### src/rtl/persiana_pkg.sv
// Shared definitions for the blind motor driver: FSM state encoding and default sizing.
package persiana_pkg;

    typedef enum logic [2:0] {
        IDLE   = 3'd0,
        DEAD   = 3'd1,
        RUN_UP = 3'd2,
        RUN_DN = 3'd3,
        FAULT  = 3'd4
    } state_t;

    localparam int PWM_BITS_DEF         = 8;
    localparam int DEAD_CYCLES_DEF      = 16;
    localparam int RAMP_STEP_CYCLES_DEF = 256;
    localparam int TIMEOUT_CYCLES_DEF   = 2**20;

    function automatic logic is_run(input state_t s);
        return (s == RUN_UP) || (s == RUN_DN);
    endfunction

endpackage

### src/rtl/persiana_pwm_gen.sv
// Free-running PWM counter; pwm_on is high while the counter is below the duty value.
module persiana_pwm_gen
    import persiana_pkg::*;
#(
    parameter int PWM_BITS = PWM_BITS_DEF
) (
    input  logic                clk,
    input  logic                reset,
    input  logic [PWM_BITS-1:0] duty,
    output logic                pwm_on
);

    logic [PWM_BITS-1:0] pwm_cnt_reg;

    always_ff @(posedge clk) begin
        if (reset) begin
            pwm_cnt_reg <= '0;
        end else begin
            pwm_cnt_reg <= pwm_cnt_reg + 1'b1;
        end
    end

    assign pwm_on = (pwm_cnt_reg < duty);

endmodule

### src/rtl/persiana_motor_driver.sv
// H-bridge driver for the blind motor: dead time, PWM, end-stop cut-off and travel timeout.
// Define PERSIANA_SOFT_START_EN to ramp duty from 0; otherwise runs start at full duty.
module persiana_motor_driver
    import persiana_pkg::*;
#(
    parameter int PWM_BITS         = PWM_BITS_DEF,
    parameter int DEAD_CYCLES      = DEAD_CYCLES_DEF,
    parameter int RAMP_STEP_CYCLES = RAMP_STEP_CYCLES_DEF,
    parameter int TIMEOUT_CYCLES   = TIMEOUT_CYCLES_DEF
) (
    input  logic                clk,
    input  logic                reset,
    input  logic                subir,
    input  logic                bajar,
    input  logic                Ssup,
    input  logic                Sinf,
    output logic                motor_a,
    output logic                motor_b,
    output logic                moving,
    output logic                fault,
    output logic [PWM_BITS-1:0] duty
);

    localparam int DEAD_W = $clog2(DEAD_CYCLES + 1);
    localparam int RUN_W  = $clog2(TIMEOUT_CYCLES + 1);
    localparam logic [PWM_BITS-1:0] DUTY_MAX = '1;

    if (DEAD_CYCLES < 1 || RAMP_STEP_CYCLES < 1 || TIMEOUT_CYCLES < 2) begin : g_bad_param
        $error("persiana_motor_driver: DEAD_CYCLES, RAMP_STEP_CYCLES must be >= 1, TIMEOUT_CYCLES >= 2");
    end

    state_t              state_reg;
    logic [DEAD_W-1:0]   dead_cnt_reg;
    logic [RUN_W-1:0]    run_cnt_reg;
    logic [PWM_BITS-1:0] duty_reg;
    logic                motor_a_reg;
    logic                motor_b_reg;
    logic                moving_reg;
    logic                fault_reg;
    logic                pwm_on;
    logic                cmd_up;
    logic                cmd_dn;

`ifdef PERSIANA_SOFT_START_EN
    localparam int RAMP_W = $clog2(RAMP_STEP_CYCLES + 1);
    logic [RAMP_W-1:0]   ramp_cnt_reg;
`endif

    // Both requests high cancel each other; an engaged end-stop blocks travel in its direction.
    assign cmd_up = subir & ~bajar & ~Ssup;
    assign cmd_dn = bajar & ~subir & ~Sinf;

    persiana_pwm_gen #(
        .PWM_BITS(PWM_BITS)
    ) u_pwm (
        .clk    (clk),
        .reset  (reset),
        .duty   (duty_reg),
        .pwm_on (pwm_on)
    );

    always_ff @(posedge clk) begin
        if (reset) begin
            state_reg    <= IDLE;
            dead_cnt_reg <= '0;
            run_cnt_reg  <= '0;
            duty_reg     <= '0;
            motor_a_reg  <= 1'b0;
            motor_b_reg  <= 1'b0;
            moving_reg   <= 1'b0;
            fault_reg    <= 1'b0;
`ifdef PERSIANA_SOFT_START_EN
            ramp_cnt_reg <= '0;
`endif
        end else begin
            motor_a_reg <= (state_reg == RUN_UP) && pwm_on;
            motor_b_reg <= (state_reg == RUN_DN) && pwm_on;
            moving_reg  <= is_run(state_reg);
            fault_reg   <= (state_reg == FAULT);

            case (state_reg)
                IDLE: begin
                    if (cmd_up || cmd_dn) begin
                        state_reg    <= DEAD;
                        dead_cnt_reg <= '0;
                    end
                end
                DEAD: begin
                    dead_cnt_reg <= dead_cnt_reg + 1'b1;
                    if (dead_cnt_reg == DEAD_W'(DEAD_CYCLES - 1)) begin
                        run_cnt_reg <= '0;
`ifdef PERSIANA_SOFT_START_EN
                        duty_reg     <= '0;
                        ramp_cnt_reg <= '0;
`else
                        duty_reg     <= DUTY_MAX;
`endif
                        if (cmd_up) begin
                            state_reg <= RUN_UP;
                        end else if (cmd_dn) begin
                            state_reg <= RUN_DN;
                        end else begin
                            state_reg <= IDLE;
                        end
                    end
                end
                RUN_UP, RUN_DN: begin
                    run_cnt_reg <= run_cnt_reg + 1'b1;
`ifdef PERSIANA_SOFT_START_EN
                    if (ramp_cnt_reg == RAMP_W'(RAMP_STEP_CYCLES - 1)) begin
                        ramp_cnt_reg <= '0;
                        if (duty_reg != DUTY_MAX) begin
                            duty_reg <= duty_reg + 1'b1;
                        end
                    end else begin
                        ramp_cnt_reg <= ramp_cnt_reg + 1'b1;
                    end
`endif
                    // Timeout wins over any simultaneous sensor or command change.
                    if (run_cnt_reg == RUN_W'(TIMEOUT_CYCLES - 1)) begin
                        state_reg <= FAULT;
                    end else if ((state_reg == RUN_UP) ? !cmd_up : !cmd_dn) begin
                        state_reg    <= DEAD;
                        dead_cnt_reg <= '0;
                    end
                end
                FAULT: begin
                    if (!subir && !bajar) begin
                        state_reg <= IDLE;
                    end
                end
                default: state_reg <= IDLE;
            endcase
        end
    end

    assign motor_a = motor_a_reg;
    assign motor_b = motor_b_reg;
    assign moving  = moving_reg;
    assign fault   = fault_reg;
    assign duty    = duty_reg;

endmodule

### config.mk
export PLATFORM = sky130hd
export DESIGN_NAME = persiana_motor_driver
export DESIGN_NICKNAME = d
export VERILOG_FILES = /design/src/rtl/persiana_pkg.sv /design/src/rtl/persiana_pwm_gen.sv /design/src/rtl/persiana_motor_driver.sv
export SDC_FILE = /design/constraint.sdc
export NUM_CORES = 1
export LEC_CHECK = 0
export ABC_AREA = 1
export ABC_CLOCK_PERIOD_IN_PS = 2000
export CAP_MARGIN = 20
export CELL_PAD_IN_SITES_DETAIL_PLACEMENT = 1
export CELL_PAD_IN_SITES_GLOBAL_PLACEMENT = 1
export CORE_AREA = 2 2 88 90
export CTS_BUF_LIST = sky130_fd_sc_hd__clkbuf_4 sky130_fd_sc_hd__clkbuf_8
export DETAILED_ROUTE_END_ITERATION = 12
export DIE_AREA = 0 0 90 92
export GPL_TIMING_DRIVEN = 0
export HOLD_SLACK_MARGIN = 0.1
export PLACE_DENSITY = 0.58
export SETUP_SLACK_MARGIN = 0.2
export SYNTH_ARGS = -nofsm -noshare
export SYNTH_HDL_FRONTEND = slang
export SYNTH_SLANG_ARGS = --single-unit
### constraint.sdc
create_clock -name clk -period 2 [get_ports clk]
set_input_delay 0.2 -clock clk [delete_from_list [all_inputs] [get_ports clk]]
set_output_delay 0.2 -clock clk [all_outputs]
set_load 0.1 [all_outputs]
==> metrics.md, run 1 <==
| Metric | Value |
|---|---|
| Clock slew at reported path FFs | `0.08 ns` |
| Starting DRC count in detailed routing | `22` |
| Final nets | `362` |
| R2r startpoint | `dead_cnt_reg[1]$_SDFFE_PP0P_` |
| Power, Total | `2.05 mW` |
| Routed Antenna Nets | `0` |
| Clock buffer depth | `2` |
| Final count of hold timing violations | `0` |
| Top-area cell type share of the netlist area | `37.6%` |
| Routed len/inst | `11.6 µm` |
| DR vias | `2043` |
| Startpoint Class | `flip-flop` |
| PortBufs | `16` |
| DRC | `0` |
| Crit path DAT | `1.56 ns` |
| CP endpoint kind | `output pin` |
| Number of flip-flops in the largest register | `21` |
| Top cells by area, synth | `dfxtp_1, nand2_1, a21oi_1` |
| Leakage power | `1.13 nW` |
| Top FF cell, synth | `dfxtp_1` |
| Sinks on Clock Net | `42` |
| H-tree depth | `2` |
| Die area | `8280 µm²` |
| First-pass GRT wire length | `9370 µm` |
| CP bufs+invs | `1` |
| Status | `completed` |
| CTS root buf | `clkbuf_8` |
| Fin crit share | `87.9%` |
| Mean Syn Cell Area | `7.15 µm²` |
| Die span in y | `92 µm` |
| Yosys reg bits | `42` |
| Hold Crit Class | `in2reg` |
| CP peak stage delay | `0.86 ns` |
| Initial antenna violation count | `0` |
| Internal Power | `1.37 mW` |
| Max-Cap Viols | `0` |
| Setup_tns | `0 ns` |
| Diodes inserted | `0` |
| Layout cells sized above 1 | `21.7%` |
| Ys async rst share | `0%` |
| Yosys cell types | `31` |
| Max Fclk | `569 MHz` |
| Final Setup Violations | `0` |
| Critical path type | `reg2out` |
| CTS tree | `yes` |
| Seq pwr share | `45.9%` |
| CP required | `1.80 ns` |
| Max-slew headroom | `35.8%` |
| Proportion of synthesized chip area in sequential cells | `37.6%` |
| Hold_buf cts | `0` |
| Family with the most delay on the worst path | `buffers and inverters` |
| Synth warn | `0` |
| Total Routing Usage GR | `13.9%` |
| GRT overflow | `0` |
| Clk network pwr share | `28.3%` |
| Rows | `32` |
| Setup Skew | `0.00863 ns` |
| Core area | `7450 µm²` |
| Psw | `0.688 mW` |
| Pwr dens | `733 nW/µm²` |
| Drt total wl | `5200 µm` |
| Mapped cell area | `2240 µm²` |
| Ports | `18` |
| R2R setup slack | `0.32 ns` |
| Initial core utilization | `30.1%` |
| Gate power share | `25.8%` |
| Clk_lat worst skew | `0.30 ns` |
| Sw Share | `33.5%` |
| Min cycle time layout | `1.76 ns` |
| Post-DP HPWL | `3930 µm` |
| Max VDD drop | `0.326 mV` |
| Hold path startpoint | `reset` |
| Critical path fanouts, max | `9` |
| Mapped Cells | `313` |
| Cell taking the most area after synthesis | `dfxtp_1` |
| Width of the die | `90 µm` |
| Worst setup startpoint | `duty[0]$_SDFFE_PP0P_` |
| Vias in the first global route | `2093` |
| Largest net degree at the start of global routing | `13` |
| Drt pass-1 iters | `4` |
| Syn Nets | `330` |
| RSZ-0062 raised after global routing | `no` |
| Via density per instance | `4.56` |
| Worst Tran Pin Value | `0.966 ns` |
| Hold WS | `0.248 ns` |
| CTS buffer count | `5` |
| Area grow syn2layout | `25.2%` |
| Post-synth EDFFs | `0` |
| CP cell instances | `dlygate4sd2_1` |
| Fin util | `37.6%` |
| Slowest cell on the critical path | `dlygate4sd2_1` |
| GPL Wtd Cong | `0.767` |
| Max-slew violations | `0` |
metrics by stage:
step	std cells	worst slack, ns	instance area (µm²)
CTS	443	0.131	2690
floorplan	313	0.366	2240
global route	448	0.207	2800
global placement	431	0.131	2530
finish	448	0.242	2800
detailed placement	431	0.105	2530
logic make-up (layout without fill, tap and decap cells):
family          Yosys count  in the layout  share of synthesized area [%]
compound gates           53             53                           12.4
xor+xnor                  1              1                          0.391
fa+ha+maj                11             11                           6.15
buf+inv                  48             81                           9.56
flops                    42             42                           37.6
simple gates            158            158                           33.9
cells in the final DEF (no fill, tap or decap), drive strengths merged, types with 2 or more instances in the layout:
cell type / n
dfxtp: 42
nand2: 72
clkbuf: 12
clkdlybuf4s15: 6
nor2: 47
clkdlybuf4s50: 4
inv: 38
ha: 11
nand3b: 2
nor3: 7
a31oi: 2
o21ai: 17
nand4: 6
dlygate4sd2: 5
nand3: 18
and2: 2
buf: 16
or2: 3
a21oi: 31
power by group through the flow:
stage / Sequential [mW] / Clock [mW] / Combinational, mW
final: 0.943 / 0.581 / 0.530
after global routing: 0.950 / 0.639 / 0.607
after CTS: 0.936 / 0.613 / 0.492
after detailed placement: 0.957 / 0 / 0.472
after global placement: 0.956 / 0 / 0.472
after floorplan: 0.979 / 0 / 0.330
synthesized netlist by cell type (all sizes together) (3+ instances only):
cell and count:
a21oi 31, buf 8, dfxtp 42, ha 11
inv 38, nand2 72, nand3 18, nand4 6
nor2 47, nor3 7, o21ai 17, or2 3
area by class of cell:
| class | instances | area, µm² |
|---|---|---|
| fill | 929 | 4650 |
| multi-input combinational | 223 | 1270 |
| sequential | 42 | 847 |
| timing repair buffer | 25 | 241 |
| inverter | 38 | 145 |
| tap | 102 | 128 |
| clock buffer | 8 | 91.3 |
| buffer | 10 | 75.1 |
metal layers:
metal  global-route usage [%]  wire, µm  vias up
met3                     2.79       130        8
met5                        0         0        -
met2                     25.0      2510       20
li1                         -         -     1074
met4                     5.00        83        0
met1                     16.3      2470      941
what timing repair did:
action,in CTS,in global routing
setup buffers,4,4
gates cloned,0,1
setup endpoints to repair,26,23
pin swaps,6,5
gates resized for setup,33,18
path summary, 6_finish.rpt:
path,to,cells after the start
max,duty[0],1
min,dead_cnt_reg[0]$_SDFFE_PP0P_,2
max reg2reg,run_cnt_reg[6]$_SDFFE_PP0P_,12
min reg2reg,dead_cnt_reg[3]$_SDFFE_PP0P_,2
Power figures use the tool's default switching activity.
==> inputs of run 2 (changes only) <==
--- a/config.mk
+++ b/config.mk
@@ -16,7 +16,8 @@
 export DIE_AREA = 0 0 90 92
 export GPL_TIMING_DRIVEN = 0
 export HOLD_SLACK_MARGIN = 0.1
-export PLACE_DENSITY = 0.58
+export PLACE_DENSITY_LB_ADDON = 0.25
+export RECOVER_POWER = 50
 export SETUP_SLACK_MARGIN = 0.2
 export SYNTH_ARGS = -nofsm -noshare
 export SYNTH_HDL_FRONTEND = slang
==> metrics.md, run 2 (synthesis results as in run 1) <==
| Metric | Value |
|---|---|
| Max Fclk | `554 MHz` |
| Fin crit share | `90.3%` |
| Initial core utilization | `30.1%` |
| Commonest non-fill, non-tap cells in the layout | `nand2_1, dfxtp_1, inv_1, nor2_1, a21oi_1` |
| Number of flip-flops in the largest register | `21` |
| CP required | `1.80 ns` |
| Die span in y | `92 µm` |
| Area grow syn2layout | `22.7%` |
| Placed Area | `2530 µm²` |
| Power, Total | `2.01 mW` |
| Rows | `32` |
| Top routing layer in use | `met4` |
| Clock slew at reported path FFs | `0.08 ns` |
| Min cycle time layout | `1.81 ns` |
| Max-slew headroom | `22.4%` |
| Max-slew violations | `0` |
| CTS tree | `yes` |
| H-tree depth | `2` |
| DP Cell Count | `431` |
| GRT overflow | `0` |
| Via density per instance | `4.49` |
| Critical path type | `reg2out` |
| Startpoint Class | `flip-flop` |
| DRC | `0` |
| Leakage power | `1.09 nW` |
| Critical path fanouts, max | `9` |
| Diodes inserted | `0` |
| Final nets | `357` |
| PortBufs | `16` |
| GPL Wtd Cong | `0.741` |
| Hold_buf cts | `0` |
| First-pass GRT wire length | `8510 µm` |
| Sinks on Clock Net | `42` |
| Ports | `18` |
| DR WL met2 | `2420 µm` |
| Finished Layout Cells | `443` |
| Vias in the first global route | `1925` |
| Routed len/inst | `11.5 µm` |
| Core area | `7450 µm²` |
| Commonest non-fill, non-tap cell in the layout | `nand2_1` |
| Crit path DAT | `1.61 ns` |
| Max-Cap Viols | `0` |
| Status | `completed` |
| DR vias | `1990` |
| Drt pass-1 iters | `4` |
| Setup Skew | `0.00243 ns` |
| Clk_lat worst skew | `0.29 ns` |
| Die area | `8280 µm²` |
| Starting DRC count in detailed routing | `57` |
| Final Setup Violations | `0` |
| Pwr dens | `734 nW/µm²` |
| Final count of hold timing violations | `0` |
| Width of the die | `90 µm` |
| Routed length on met3 | `150 µm` |
| Fin util | `36.9%` |
| Post-DP HPWL | `3880 µm` |
| M1 WL | `2500 µm` |
| Setup_tns | `0 ns` |
| Hold Crit Class | `in2reg` |
| CTS root buf | `clkbuf_8` |
| Total Routing Usage GR | `12.5%` |
| Max VDD drop | `0.307 mV` |
| Initial antenna violation count | `0` |
| Drt total wl | `5110 µm` |
| Clock buffer depth | `2` |
| Layout cells sized above 1 | `19.1%` |
| Largest net degree at the start of global routing | `13` |
| RSZ-0062 raised after global routing | `no` |
| CTS buffer count | `5` |
| Worst Tran Pin Value | `1.17 ns` |
| Routed Antenna Nets | `0` |
| CP endpoint kind | `output pin` |
| Final instance area | `2750 µm²` |
==> run 2: cell types whose count changed in the layout (fill, tap and decap cells not counted), moves of 3 or more <==
cell,previous run,this run
clkdlybuf4s15_1,0,6
inv_2,4,1
clkdlybuf4s15_2,6,0
buf_4,15,11
==> run 2: worst paths after layout <==
check                                   from                               to  slack, ns  cells after the start
max                     duty[0]$_SDFFE_PP0P_                          duty[3]       0.19                      2
min                                    reset     dead_cnt_reg[1]$_SDFFE_PP0P_       0.27                      2
max reg2reg     dead_cnt_reg[0]$_SDFFE_PP0P_     run_cnt_reg[14]$_SDFFE_PP0P_       0.21                     11
min reg2reg  u_pwm.pwm_cnt_reg[0]$_SDFF_PP0_  u_pwm.pwm_cnt_reg[0]$_SDFF_PP0_       0.47                      1
==> run 2: final cells by class <==
class / instances / area [µm²]
fill: 960 / 4700
multi-input combinational: 223 / 1280
sequential: 42 / 853
timing repair buffer: 20 / 169
inverter: 38 / 148
tap: 102 / 128
clock buffer: 7 / 90.1
buffer: 10 / 71.3
clock inverter: 1 / 5.00
==> run 2: through the flow <==
stage	setup slack, ns	hold WS [ns]
floorplan	0.366	0.427
global placement	0.154	0.443
detailed placement	0.123	0.452
CTS	0.144	0.274
global route	0.0951	0.308
finish	0.195	0.273
==> run 2: routing by layer <==
layer,global-route usage (%),up-vias
met3,2.96,4
met5,0,-
met4,3.08,0
li1,-,1067
met2,21.6,23
met1,15.7,896
==> run 2: critical path: stages (launching register included) <==
cell and delay, ns:
dfxtp_4 0.39, buf_4 0.11, clkdlybuf4s15_1 0.81
==> run 2: repair_timing <==
| action | CTS | global route |
|---|---|---|
| gates cloned | 0 | 0 |
| pin swaps | 1 | 8 |
| gates resized for setup | 31 | 27 |
| buffers inserted | 2 | 2 |
| endpoints found under the setup margin | 24 | 21 |
==> run 2: where the power goes <==
group | total [mW] | switching, mW | internal (mW)
clock | 0.581 | 0.289 | 0.292
combinational | 0.482 | 0.327 | 0.156
sequential | 0.952 | 0.0650 | 0.887
